`src/rtl/lbdr_pkg.sv`:
```
// Shared types and helpers for the LBDR routing unit.
// Optional feature macro used by this slice: LBDR_FORK_EN.
package lbdr_pkg;

    localparam logic [2:0] FLIT_HEADER = 3'b001;
    localparam logic [2:0] FLIT_BODY   = 3'b010;
    localparam logic [2:0] FLIT_TAIL   = 3'b100;

    typedef enum logic [2:0] {
        P_N = 3'd0,
        P_E = 3'd1,
        P_W = 3'd2,
        P_S = 3'd3,
        P_L = 3'd4
    } port_idx_t;

    typedef enum logic {
        IDLE   = 1'b0,
        ROUTED = 1'b1
    } state_t;

    // Keep only the lowest set bit: N > E > W > S priority by port index.
    function automatic logic [3:0] prio_onehot(input logic [3:0] v);
        return v & (~v + 4'd1);
    endfunction

endpackage

```
`src/rtl/lbdr_dr_unit_if.sv`:
```
// Flit-side handshake and route/error outputs of the LBDR routing unit.
interface lbdr_dr_unit_if #(parameter int COORD_W = 2);

    logic                   empty;
    logic [2:0]             flit_id;
    logic [2*COORD_W-1:0]   dst_addr;
    logic                   flit_rd;
    logic [4:0]             port_req;
    logic                   route_valid;
    logic                   cfg_busy;
    logic                   err_orphan;
    logic                   err_no_tail;
    logic                   err_unroutable;

    // Routing unit side
    modport slave (
        input  empty, flit_id, dst_addr, flit_rd,
        output port_req, route_valid, cfg_busy,
               err_orphan, err_no_tail, err_unroutable
    );

    // FIFO / allocator side
    modport master (
        output empty, flit_id, dst_addr, flit_rd,
        input  port_req, route_valid, cfg_busy,
               err_orphan, err_no_tail, err_unroutable
    );

endinterface

```
`src/rtl/lbdr_route_comb.sv`:
```
// Combinational LBDR route computation: comparators, minimal candidates,
// fork/priority reduction, deroute fallback and unroutable flag.
// Multi-hot forking is compiled in only with LBDR_FORK_EN.
module lbdr_route_comb
    import lbdr_pkg::*;
#(
    parameter int COORD_W = 2
) (
    input  logic [7:0]           rxy,
    input  logic [3:0]           cx,
    input  logic [7:0]           drt,
    input  logic [3:0]           fork_en,
    input  logic [2*COORD_W-1:0] cur_addr,
    input  logic [2*COORD_W-1:0] dst_addr,
    output logic [4:0]           route,
    output logic                 unroutable
);

    logic [COORD_W-1:0] xc, yc, xd, yd;
    logic               n1, s1, e1, w1, loc;
    logic [3:0]         min_c, pick;
    logic [1:0]         prim, code;

    assign xc = cur_addr[COORD_W-1:0];
    assign yc = cur_addr[2*COORD_W-1:COORD_W];
    assign xd = dst_addr[COORD_W-1:0];
    assign yd = dst_addr[2*COORD_W-1:COORD_W];

    assign n1  = yd < yc;
    assign s1  = yc < yd;
    assign e1  = xc < xd;
    assign w1  = xd < xc;
    assign loc = ~(n1 | s1 | e1 | w1);

`ifndef LBDR_FORK_EN
    logic unused_fork;
    assign unused_fork = ^fork_en;
`endif

    // Minimal candidates, reduction, then deroute if nothing minimal survives.
    always_comb begin
        min_c      = '0;
        route      = '0;
        unroutable = 1'b0;
        // rxy = {Rsw,Rse,Rws,Rwn,Res,Ren,Rnw,Rne}
        min_c[P_N] = cx[P_N] & ((n1 & ~e1 & ~w1) | (n1 & e1 & rxy[0]) | (n1 & w1 & rxy[1]));
        min_c[P_E] = cx[P_E] & ((e1 & ~n1 & ~s1) | (e1 & n1 & rxy[2]) | (e1 & s1 & rxy[3]));
        min_c[P_W] = cx[P_W] & ((w1 & ~n1 & ~s1) | (w1 & n1 & rxy[4]) | (w1 & s1 & rxy[5]));
        min_c[P_S] = cx[P_S] & ((s1 & ~e1 & ~w1) | (s1 & e1 & rxy[6]) | (s1 & w1 & rxy[7]));

        pick = prio_onehot(min_c);
`ifdef LBDR_FORK_EN
        // Fork candidates win as a group; priority only applies when none exist.
        if (|(min_c & fork_en))
            pick = min_c & fork_en;
`endif

        // Primary direction for deroute: first of N, E, W, S that is true.
        if (n1)      prim = 2'd0;
        else if (e1) prim = 2'd1;
        else if (w1) prim = 2'd2;
        else         prim = 2'd3;
        code = drt[{prim, 1'b0} +: 2];

        if (loc) begin
            route[P_L] = 1'b1;
        end else if (|pick) begin
            route[3:0] = pick;
        end else begin
            route[code] = cx[code];
            unroutable  = ~cx[code];
        end
    end

endmodule

```
`src/rtl/lbdr_dr_unit.sv`:
```
// LBDR routing unit for one mesh input port: config registers, packet
// state machine holding the route from HEADER to TAIL, registered outputs.
// Optional feature macro: LBDR_FORK_EN (multi-hot forking in lbdr_route_comb).
module lbdr_dr_unit
    import lbdr_pkg::*;
#(
    parameter int COORD_W = 2
) (
    input  logic                 clk,
    input  logic                 rst,
    input  logic [7:0]           cfg_rxy,
    input  logic [3:0]           cfg_cx,
    input  logic [7:0]           cfg_drt,
    input  logic [3:0]           cfg_fork,
    input  logic [2*COORD_W-1:0] cfg_cur_addr,
    input  logic                 cfg_we,
    lbdr_dr_unit_if.slave        bus
);

    state_t               state_q, state_d;
    logic [7:0]           rxy_q, rxy_d;
    logic [3:0]           cx_q, cx_d;
    logic [7:0]           drt_q, drt_d;
    logic [3:0]           fork_q, fork_d;
    logic [2*COORD_W-1:0] cur_q, cur_d;
    logic [4:0]           req_q, req_d;
    logic                 vld_q, vld_d;
    logic                 orphan_q, orphan_d;
    logic                 notail_q, notail_d;
    logic                 unr_q, unr_d;

    logic [4:0]           route;
    logic                 unroutable;
    logic                 pop;

    lbdr_route_comb #(.COORD_W(COORD_W)) u_route (
        .rxy        (rxy_q),
        .cx         (cx_q),
        .drt        (drt_q),
        .fork_en    (fork_q),
        .cur_addr   (cur_q),
        .dst_addr   (bus.dst_addr),
        .route      (route),
        .unroutable (unroutable)
    );

    // A pop only counts when the FIFO actually holds a flit.
    assign pop = bus.flit_rd & ~bus.empty;

    // Config writes land only while no packet owns the route.
    always_comb begin
        rxy_d  = rxy_q;
        cx_d   = cx_q;
        drt_d  = drt_q;
        fork_d = fork_q;
        cur_d  = cur_q;
        if (cfg_we && state_q == IDLE) begin
            rxy_d  = cfg_rxy;
            cx_d   = cfg_cx;
            drt_d  = cfg_drt;
            fork_d = cfg_fork;
            cur_d  = cfg_cur_addr;
        end
    end

    // Packet FSM next state, route register and error pulses.
    always_comb begin
        state_d  = state_q;
        req_d    = req_q;
        vld_d    = vld_q;
        orphan_d = 1'b0;
        notail_d = 1'b0;
        unr_d    = 1'b0;
        case (state_q)
            IDLE: begin
                if (!bus.empty) begin
                    if (bus.flit_id == FLIT_HEADER) begin
                        // Unroutable HEADER stays at head and is retried each cycle.
                        if (unroutable) begin
                            unr_d = 1'b1;
                        end else begin
                            req_d   = route;
                            vld_d   = 1'b1;
                            state_d = ROUTED;
                        end
                    end else if (bus.flit_id == FLIT_BODY || bus.flit_id == FLIT_TAIL) begin
                        orphan_d = 1'b1;
                    end
                end
            end
            ROUTED: begin
                if (pop && bus.flit_id == FLIT_TAIL) begin
                    req_d   = '0;
                    vld_d   = 1'b0;
                    state_d = IDLE;
                end else if (pop && bus.flit_id == FLIT_HEADER) begin
                    // Missing TAIL: adopt the new packet's route straight away.
                    notail_d = 1'b1;
                    if (unroutable) begin
                        unr_d   = 1'b1;
                        req_d   = '0;
                        vld_d   = 1'b0;
                        state_d = IDLE;
                    end else begin
                        req_d = route;
                    end
                end
            end
            default: begin
                state_d = IDLE;
                req_d   = '0;
                vld_d   = 1'b0;
            end
        endcase
    end

    // State, config and output registers; reset reloads config from the pins.
    always_ff @(posedge clk) begin
        if (rst) begin
            state_q  <= IDLE;
            req_q    <= '0;
            vld_q    <= 1'b0;
            orphan_q <= 1'b0;
            notail_q <= 1'b0;
            unr_q    <= 1'b0;
            rxy_q    <= cfg_rxy;
            cx_q     <= cfg_cx;
            drt_q    <= cfg_drt;
            fork_q   <= cfg_fork;
            cur_q    <= cfg_cur_addr;
        end else begin
            state_q  <= state_d;
            req_q    <= req_d;
            vld_q    <= vld_d;
            orphan_q <= orphan_d;
            notail_q <= notail_d;
            unr_q    <= unr_d;
            rxy_q    <= rxy_d;
            cx_q     <= cx_d;
            drt_q    <= drt_d;
            fork_q   <= fork_d;
            cur_q    <= cur_d;
        end
    end

    assign bus.port_req       = req_q;
    assign bus.route_valid    = vld_q;
    assign bus.cfg_busy       = (state_q == ROUTED);
    assign bus.err_orphan     = orphan_q;
    assign bus.err_no_tail    = notail_q;
    assign bus.err_unroutable = unr_q;

endmodule
```
`src/flat_wrapper.sv`:
```
// flat-port wrapper written by rule: the top's interface ports become plain ports
module lbdr_dr_unit_flat import lbdr_pkg::*;
#(
    parameter int COORD_W = 2
)
  (clk, rst, cfg_rxy, cfg_cx, cfg_drt, cfg_fork, cfg_cur_addr, cfg_we, bus_empty, bus_flit_id, bus_dst_addr, bus_flit_rd, bus_port_req, bus_route_valid, bus_cfg_busy, bus_err_orphan, bus_err_no_tail, bus_err_unroutable);
  lbdr_dr_unit_if #(.COORD_W(COORD_W)) bus_i ();
  input  logic clk;
  input  logic rst;
  input  logic [7:0] cfg_rxy;
  input  logic [3:0] cfg_cx;
  input  logic [7:0] cfg_drt;
  input  logic [3:0] cfg_fork;
  input  logic [2*COORD_W-1:0] cfg_cur_addr;
  input  logic cfg_we;
  input wire logic [$bits(bus_i.empty)-1:0] bus_empty;
  input wire logic [$bits(bus_i.flit_id)-1:0] bus_flit_id;
  input wire logic [$bits(bus_i.dst_addr)-1:0] bus_dst_addr;
  input wire logic [$bits(bus_i.flit_rd)-1:0] bus_flit_rd;
  output wire logic [$bits(bus_i.port_req)-1:0] bus_port_req;
  output wire logic [$bits(bus_i.route_valid)-1:0] bus_route_valid;
  output wire logic [$bits(bus_i.cfg_busy)-1:0] bus_cfg_busy;
  output wire logic [$bits(bus_i.err_orphan)-1:0] bus_err_orphan;
  output wire logic [$bits(bus_i.err_no_tail)-1:0] bus_err_no_tail;
  output wire logic [$bits(bus_i.err_unroutable)-1:0] bus_err_unroutable;
  assign bus_i.empty = bus_empty;
  assign bus_i.flit_id = bus_flit_id;
  assign bus_i.dst_addr = bus_dst_addr;
  assign bus_i.flit_rd = bus_flit_rd;
  assign bus_port_req = bus_i.port_req;
  assign bus_route_valid = bus_i.route_valid;
  assign bus_cfg_busy = bus_i.cfg_busy;
  assign bus_err_orphan = bus_i.err_orphan;
  assign bus_err_no_tail = bus_i.err_no_tail;
  assign bus_err_unroutable = bus_i.err_unroutable;
  lbdr_dr_unit #(.COORD_W(COORD_W)) u_core (.clk(clk), .rst(rst), .cfg_rxy(cfg_rxy), .cfg_cx(cfg_cx), .cfg_drt(cfg_drt), .cfg_fork(cfg_fork), .cfg_cur_addr(cfg_cur_addr), .cfg_we(cfg_we), .bus(bus_i));
endmodule
```
`config.mk`:
```
export PLATFORM = sky130hd
export DESIGN_NAME = lbdr_dr_unit_flat
export DESIGN_NICKNAME = d
export VERILOG_FILES = /design/src/rtl/lbdr_pkg.sv /design/src/rtl/lbdr_dr_unit_if.sv /design/src/rtl/lbdr_route_comb.sv /design/src/rtl/lbdr_dr_unit.sv /design/src/flat_wrapper.sv
export SDC_FILE = /design/constraint.sdc
export NUM_CORES = 1
export LEC_CHECK = 0
export CORE_AREA = 2 2 78 80
export CTS_CLUSTER_SIZE = 14
export DETAILED_ROUTE_END_ITERATION = 7
export DIE_AREA = 0 0 80 82
export PLACE_DENSITY = 0.51
export SKIP_LAST_GASP = 1
export SYNTH_ARGS = -nofsm -noshare
export SYNTH_HDL_FRONTEND = slang
export SYNTH_SLANG_ARGS = --single-unit
```
`constraint.sdc`:
```
create_clock -name clk -period 3.3 [get_ports clk]
set_input_delay 0.66 -clock clk [delete_from_list [all_inputs] [get_ports clk]]
set_output_delay 0.66 -clock clk [all_outputs]
set_load 0.05 [all_outputs]
```
Word-level counts from Yosys, hierarchy flattened
Cells that the tools add are included.

Register bits: 34. Input port bits: 40. Logic and storage cells: 133.

Add/sub/neg operators: 1. $lt $le $gt $ge: 7. Equal/unequal tests: 8. Shifts and indexed selects: 1. Mux-type cells: 49. Bitwise gates (word level): 46. Reductions and logical operators: 11.

Operator list (count): $mux 8 (4); $mux 5 (6); $and 1x1->1 (25); $mux 1 (25); $mux 4 (6); $or 1x1->1 (11); $pmux 5 s2 (1); $lt 2x2->1 (4); $reduce_or 4->1 (2); $shiftx 8x4->2 (1); $not 1->1 (7); $ne 2x2->1 const B (3); $ne 3x3->1 const B (2); $pmux 1 s2 (3); $and 5x4->5 (1); $reduce_and 5->1 (1); $add 4x1->4 const B (1); $and 4x4->4 (1); $logic_and 1x1->1 (4); $lt 2x4->1 const B (1); $mux 2 (2); $not 4->4 (1); $reduce_and 4->1 (1); $eq 3x1->1 const B (1); 9 further kinds (9).

Logic depth before layout (Yosys ltp)
Gate-level depths: netlist of run 1.

Word-level depth: 17. Depth in mapped cells: 10. Gate-level depth less buffers: 9.

Hierarchy
From an unflattened synthesis of run 1, not the netlist that was laid out.

Cells, all modules: 140. Area, all modules: 1808.0 um^2.

Modules (own cells, without submodules): lbdr_dr_unit (instances 1, cells each 78, area an instance 1358.8 um^2); lbdr_route_comb (instances 1, cells each 62, area an instance 449.2 um^2).

Least setup slack after synthesis of run 1
Ideal clock, no wire load.

Kind: input-to-reg. Start point: input port bus_dst_addr[3]. End point: register u_core.req_q[3], in the netlist u_core.bus.port_req[3]. Arrival: 2960 ps. Required time: 3212 ps. Path slack: 252 ps. Cell stages on the path: 8. Cell sequence: inv_1 > ha_1 > nor2b_4 > o21a_4 > o41ai_1 > mux2_4 > a211o_1 > o32ai_2.

Longest elaborated chain between the ends: 17. Elaborated cells between the ends (all ways): 67. Those cells by class: add/sub (1); order compare (4); eq/ne (1); shift (1); mux (16); bitwise (41); reduce/logical (3).

Ends and longest elaborated chain: from (decl) (RTL line flat_wrapper.sv:18) `input wire logic [$bits(bus_i.dst_addr)-1:0] bus_dst_addr;`; $lt 2x2->1 (RTL line lbdr_route_comb.sv:29) `assign n1 = yd < yc;`; $not 1->1 (RTL line lbdr_route_comb.sv:47, lbdr_route_comb.sv:48); $and 1x1->1, on equally long branches (2 in series) (RTL line lbdr_route_comb.sv:47, lbdr_route_comb.sv:48); $or 1x1->1, on equally long branches (2 in series) (RTL line lbdr_route_comb.sv:47, lbdr_route_comb.sv:48); $and 1x1->1, on equally long branches (RTL line lbdr_route_comb.sv:47, lbdr_route_comb.sv:48); $not 4->4 (RTL line lbdr_pkg.sv:24) `return v & (~v + 4'd1);`; $add 4x1->4 (RTL line lbdr_pkg.sv:24); $and 4x4->4 (RTL line lbdr_pkg.sv:24); $reduce_or 4->1 (RTL line lbdr_route_comb.sv:67) `end else if (|pick) begin`; $mux 4 or $mux 1 (tied branches) (RTL line lbdr_route_comb.sv:67); $mux 4 or $mux 1 (tied branches) (RTL line lbdr_route_comb.sv:65) `if (loc) begin`; $mux 5, on equally long branches (RTL line lbdr_dr_unit.sv:99, lbdr_dr_unit.sv:79); $mux 5, on equally long branches (RTL line lbdr_dr_unit.sv:96, lbdr_dr_unit.sv:77); $mux 5, on equally long branches (RTL line lbdr_dr_unit.sv:92, lbdr_dr_unit.sv:76); $pmux 5 s2 (RTL line lbdr_dr_unit.sv:74) `case (state_q)`; to (signal assigned) (RTL line lbdr_dr_unit.sv:133) `req_q <= req_d;`; to (decl) (RTL line lbdr_dr_unit.sv:26) `logic [4:0] req_q, req_d;`.

Several ways; a longest one is shown, not always the timed one. The select of a mux whose other input is x is not followed. A chain may end at the register's enable or synchronous reset.

Worst setup path in the final report of run 1
Same ends and word-level chain as after synthesis.

==> impl_metrics.csv, run 1 <==
group,metric,value,unit
status,status,"finished clean",
final_layout,seq_area,921,µm²
setup_path,cp_cell_sequence,"clkdlybuf4s50_1 > inv_1 > ha_1 > nor2b_4 > o21a_4 > o41ai_1 > buf_4 > mux2_4 > a211o_1 > o32ai_2",
synth,syn_avg_cell_area,11.7,µm²
worst_hold_path,hold_depth,2,
setup_path,arrival,3310,ps
synth,async_flop_share,0,
setup_path,worstSetupPathType,"input pin to flop",
setup_path,r2r_cells,8,
clocking,htreeDepth,2,
detailed_routing,wl_per_cell,12.8,µm
synth,seq_area_frac_synth,0.568,
detailed_routing,vias_per_cell,4.59,
clocking,cts.clk_slew.worst_paths,70,ps
clocking,clkLatencyLatePin,280,ps
setup_path,r2r_slack,680,ps
power,combPwrFrac,0.239,
synth,synth_top_area_share,0.445,
die,die_w,80,µm
synth,ys_top_cells_by_count,"edfxtp_1 (24), inv_1 (14), dfxtp_1 (10)",
synth,ys_ff_latch,34,
synth,synthCells,138,
setup_path,slowest_delay,450,ps
sta,worst_slew_pin_slew,505,ps
sta,fmax,0.321,GHz
detailed_routing,ant_nets,0,
place,place.gp.congestion,0.797,
final_layout,multi_input_area,639,µm²
clocking,cts_resized,0,
sta,setup_viol,0,
clocking,cts_buffers,5,
final_layout,fillers,565,
power,p_int,0.000761,W
detailed_routing,vias,1277,
power,power_density,445,nW/µm²
sta,max_slew_margin,0.662,
global_routing,overflow,0,
setup_path,crit_path_top_delay_cell,"clkdlybuf4s50_1",
place,dp_hpwl,2.75,mm
power,power_frac_clock,0.284,
clocking,tritoncts,"built",
power,post-layout-total-power,0.00104,W
final_layout,final_layout_size_suffix_gt1_frac,0.133,
sta,setup_tns,0,ps
detailed_routing,dr.pass1.iters,5,
detailed_routing,drt-initial-drc-count,60,
setup_path,crit_path_end_kind,"flop",
final_layout,final_nets,246,
synth,post-synth-top-count-cell,"edfxtp_1",
sta,hold_viol,0,
job,cap_violations,0,
clocking,cts.path.max_buffers,2,
synth,synth_edf_count,24,
clocking,cts_hold_buf,0,
synth,syn_area,1620,µm²
die,rows,28,
global_routing,grt_max_degree,25,
synth,synthTopCellsByArea,"edfxtp_1 (44%), dfxtp_1 (12%), inv_1 (3.2%), ha_1 (3.1%), nor3_1 (2.5%)",
final_layout,area_growth,44.9,%
power,p_seq_frac,0.477,
sta,fin_crit,3120,ps
synth,synth.largest_area_cell,"edfxtp_1",
worst_hold_path,hp-start,"u_core.bus.port_req[1]$_SDFFE_PP0P_",
global_routing,grt_pass1_wl,6.02,mm
detailed_routing,wl,3.56,mm
die,start_util,0.282,
die,core,5750,µm²
global_routing,grt_use_total,0.119,
synth,syn_nets,182,
synth,synth_cell_types,41,
sta,finalCritPeriodShare,0.944,
final_layout,fin_cells,278,
die,die_area,6560,µm²
worst_hold_path,worstHoldEndpoint,"u_core.bus.port_req[1]$_SDFFE_PP0P_",
setup_path,path_max_fanout,5,
setup_path,r2r_end,"u_core.bus.port_req[3]$_SDFFE_PP0P_",
power,swShare,0.271,
power,power.leakage,0.877,nW
power,vdd_drop_max,251,µV
sta,fin_skew,3.38,ps
clocking,clock-root-buffer,"clkbuf_8",
setup_path,worstPathRequired,3500,ps
place,dpl.cell_count,270,
sta,rsz0062_at_grt,"false",
clocking,cts_sinks,34,
die,pin_count,50,
final_layout,antenna_cells,0,
global_routing,grt_pass1_vias,1330,
die,die_h,82,µm
clocking,cts_setup_buffers,0,
setup_path,crit_path_start_kind,"input pin",
synth,yosysWarningCount,0,
power,switching_power,0.000283,W
sta,drv_slew,0,
setup_path,timing.rr.start,"u_core.cur_q[3]$_DFFE_PP_",
detailed_routing,drc,0,
place,io_buffers,45,
worst_hold_path,hp-class,"flop to flop",
synth,synth_top_flop_cell,"edfxtp_1",
global_routing,antenna_found_initial,0,
worst max path at each step:
| stage | start | end | slack [ps] |
|---|---|---|---|
| floorplan | bus_dst_addr[3] | u_core.bus.port_req[3]$_SDFFE_PP0P_ | 250 |
| global placement | bus_dst_addr[3] | u_core.bus.port_req[3]$_SDFFE_PP0P_ | -100 |
| detailed placement | bus_dst_addr[3] | u_core.bus.port_req[3]$_SDFFE_PP0P_ | -130 |
| CTS | bus_dst_addr[3] | u_core.bus.port_req[3]$_SDFFE_PP0P_ | 170 |
| global route | bus_dst_addr[3] | u_core.bus.port_req[3]$_SDFFE_PP0P_ | 90 |
| finish | bus_dst_addr[3] | u_core.bus.port_req[3]$_SDFFE_PP0P_ | 180 |
routing by layer:
layer	part of all wire	routed length, µm	track usage
met1	0.45	1590	0.144
met2	0.49	1740	0.203
met3	0.059	211	0.0385
met4	0.0051	18	0.0305
met5	0	0	0
metrics by stage:
stage,util,worst slack [ps],cell area (µm²),hold WS (ps)
2_1_floorplan,-,252,1620,541
3_3_place_gp,0.394,-102,2260,454
3_5_place_dp,0.394,-127,2260,451
4_1_cts,0.409,173,2350,462
5_1_grt,0.409,93.7,2350,498
6_report,0.409,185,2350,458
area by class of cell:
cell class / count / area share
tap: 75 / 0.0400
clock inverter: 3 / 0.00693
clock buffer: 5 / 0.0293
timing repair buffer: 59 / 0.237
inverter: 14 / 0.0224
multi-input combinational: 88 / 0.272
sequential: 34 / 0.392
registers in the layout (all words and copies together), names as in the netlist:
signal	count
u_core.bus.port_req	5
u_core.cx_q	4
u_core.bus.err_orphan	1
u_core.drt_q	8
u_core.cur_q	4
u_core.rxy_q	8
u_core.bus.err_no_tail	1
u_core.bus.route_valid	1
u_core.bus.cfg_busy	1
u_core.bus.err_unroutable	1
power groups by stage:
stage               registers (W)  logic, W  clock network [W]
floorplan                0.000519  0.000126                  0
global placement         0.000507  0.000248                  0
detailed placement       0.000508  0.000251                  0
CTS                      0.000499  0.000252           0.000311
global route             0.000501  0.000272           0.000331
finish                   0.000498  0.000249           0.000296
critical path: cells and delay by family:
family,cells,cell delay (ps)
compound gates,4,1200
fa+ha+maj,1,290
buf+inv,3,700
mux,1,310
simple gates,1,130
cells in the final DEF, fill, tap and decap left out, types with 2 or more instances in the layout:
cell | netlist | final
nor2b_1 | 4 | 4
o21ai_0 | 3 | 3
ha_1 | 4 | 4
a211o_1 | 3 | 3
nor4b_1 | 2 | 2
nand2_1 | 7 | 7
and3_1 | 4 | 4
nor3_1 | 8 | 8
nor2_1 | 8 | 8
clkdlybuf4s50_1 | 0 | 45
nand2b_1 | 3 | 3
nand3_1 | 3 | 3
clkbuf_8 | 0 | 5
a21oi_1 | 2 | 2
and2_1 | 2 | 2
o22ai_1 | 2 | 2
dfxtp_1 | 10 | 10
buf_4 | 0 | 14
o2111a_1 | 2 | 2
mux2i_1 | 2 | 2
o211ai_1 | 2 | 2
a211oi_1 | 4 | 4
inv_1 | 14 | 14
edfxtp_1 | 24 | 24
a21o_1 | 2 | 2
a31oi_1 | 4 | 4
cell families after synthesis:
family / Yosys count / share of synthesized area
AND/OR/NAND/NOR: 46 / 0.156
AO/OA/AOI/OAI: 34 / 0.181
flip-flops: 34 / 0.568
buffers and inverters: 16 / 0.0371
adder cells (fa/ha/maj): 4 / 0.0309
multiplexers: 3 / 0.0216
XOR/XNOR: 1 / 0.00541
Note: power is estimated with default switching activity, not from simulation.
==> run 2: changes to the inputs <==
--- a/config.mk
+++ b/config.mk
@@ -11,6 +11,7 @@
 export DIE_AREA = 0 0 80 82
 export PLACE_DENSITY = 0.51
 export SKIP_LAST_GASP = 1
+export SLEW_MARGIN = 10
 export SYNTH_ARGS = -nofsm -noshare
 export SYNTH_HDL_FRONTEND = slang
 export SYNTH_SLANG_ARGS = --single-unit
==> results of run 2 <==
Same layout as run 1: the final DEF is identical, and so are final timing and power.
==> run 3: changes to the inputs <==
--- a/config.mk
+++ b/config.mk
@@ -15,3 +15,4 @@
 export SYNTH_ARGS = -nofsm -noshare
 export SYNTH_HDL_FRONTEND = slang
 export SYNTH_SLANG_ARGS = --single-unit
+export TNS_END_PERCENT = 10
==> results of run 3 <==
Same layout as run 1: the final DEF is identical, and so are final timing and power.
==> edit: new RTL, config.mk and constraints of run 3 <==
Add a define of `LBDR_FORK_EN`.
--- a/src/rtl/lbdr_route_comb.sv
+++ b/src/rtl/lbdr_route_comb.sv
@@ -1,6 +1,8 @@
 // Combinational LBDR route computation: comparators, minimal candidates,
 // fork/priority reduction, deroute fallback and unroutable flag.
 // Multi-hot forking is compiled in only with LBDR_FORK_EN.
+`define LBDR_FORK_EN
+
 module lbdr_route_comb
     import lbdr_pkg::*;
 #(
Check against the original RTL: not equivalent (Yosys sat finds a counterexample within 4 cycles, from zero or initial values and one cycle with rst high).
==> edit against run 3 <==
  * Total power is 7.0% higher
  * Routed wire length is 14% higher
  * Critical path depth stayed put
  * Via count is 8.5% higher
  * Design area is 8.9% higher
  * Synthesized area is 15% higher
  * Setup slack better by 0.12 ns
  * Sequential cell count is 4 higher
  * Worst hold slack better by 0.0039 ns
  * Critical endpoint is now u_core.bus.port_req[4]
  * Largest power group unchanged
  * Highest routed layer unchanged
==> edit: results (changes against run 3) <==
[worst_hold_path]
min_from = u_core.bus.port_req[4]
hold_path.class = register to register

[layout]
num_antenna_cells = 0  ; unchanged
nets = 253  ; +2.8%
fin_cells = 285  ; +2.5%
drive_gt1_frac = 0.119  ; -0.0140

[global_route]
first_global_vias = 1453  ; +9.2%
grt_use_met3 = 0.0363  ; -0.00220
grt_usage = 0.135  ; +0.0160
use_met1 = 0.156  ; +0.0123
grt_max_degree = 29  ; +16%
grt_pass1_wl_um = 6690  ; +11%
use_met2 = 0.240  ; +0.0367

[critical_path]
arrival_ns = 3.22  ; -0.09 ns
worstPathMaxFanout = 6  ; +1

[placement]
place_area_um2 = 2480  ; +9.5%
dp_cells = 277  ; +2.6%
hpwlAfterDp_um = 3120  ; +13%
port-buffer-count = 49  ; +8.9%
gp_congestion = 0.828  ; +3.9%

[synth]
synthTopCellsByCount = edfxtp_1 (28), inv_1 (13), nand2_1 (11)
seq_area_frac_synth = 0.560  ; -0.00807
synth.avg_cell_area_um2 = 12.5  ; +6.2%
syn_nets = 193  ; +6.0%
ys_types = 47  ; +15%
synth_edf_count = 28  ; +17%
synth_area_leaders = edfxtp_1 (45%), dfxtp_1 (11%), o31ai_4 (3.4%)

[sta]
setup_viol = 0  ; unchanged
clock_skew_ns = 0.00655  ; +0.00317 ns
relSlewSlack = 0.617  ; -0.0449

[routing]
drt_iter0_drc = 81  ; +35%
dr.pass1.iters = 4  ; -1
routed_wl_um = 4070  ; +14%

[outcome]
status = complete, no violations

[power_and_ir_drop]
pwr-share-comb = 0.226  ; -0.013
pg_clk_uw = 304  ; +3%
vdd_drop_max_mv = 0.188  ; -25%
pwr-share-clk = 0.272  ; -0.012
p_sw_uw = 301  ; +6.3%
leakage_nw = 0.925  ; +5.4%

## edit: cell type report
type	count	area (µm²)
flip-flops and latches	38	1040
well taps	75	93.8
inverters	13	48.8
repair buffers	54	528
clock inverters	1	3.75
fillers	553	3190
multi-input cells	97	764
clock buffers	7	76.3
## edit: kinds of logic after synthesis
group           synth area share
compound gates             0.192
xor+xnor                 0.00471
fa+ha+maj                 0.0269
buf+inv                   0.0283
flops                      0.560
mux                       0.0283
simple gates               0.160
## edit: per-layer routing
| layer | up-vias | part of all wire |
|---|---|---|
| li1 | 688 | - |
| met1 | 639 | 0.41 |
| met2 | 54 | 0.50 |
| met3 | 5 | 0.075 |
| met4 | 0 | 0.014 |
| met5 | - | 0 |
## edit: final timing paths
check / to / cells past startpoint / slack, ns
setup / recovery: u_core.bus.port_req[4] / 10 / 0.30
hold / removal: u_core.bus.port_req[4] / 2 / 0.46
setup reg to reg: u_core.bus.port_req[4] / 8 / 0.80
hold reg to reg: u_core.bus.port_req[4] / 2 / 0.46
## edit: worst register-to-register path: cells and delay by family (launching register included)
family                     cells  cell delay, ns
AOI/OAI and AO/OA              3            0.88
and+or+nand+nor                1            0.16
adders and majority gates      1            0.32
DFF                            1            0.38
muxes                          3            0.69
## edit: through the flow
| step | hold WS, ns | worst slack, ns |
|---|---|---|
| 2_1_floorplan | 0.536 | 0.607 |
| 3_3_place_gp | 0.465 | 0.0745 |
| 3_5_place_dp | 0.460 | -0.0191 |
| 4_1_cts | 0.470 | 0.302 |
| 5_1_grt | 0.499 | 0.140 |
| 6_report | 0.461 | 0.304 |
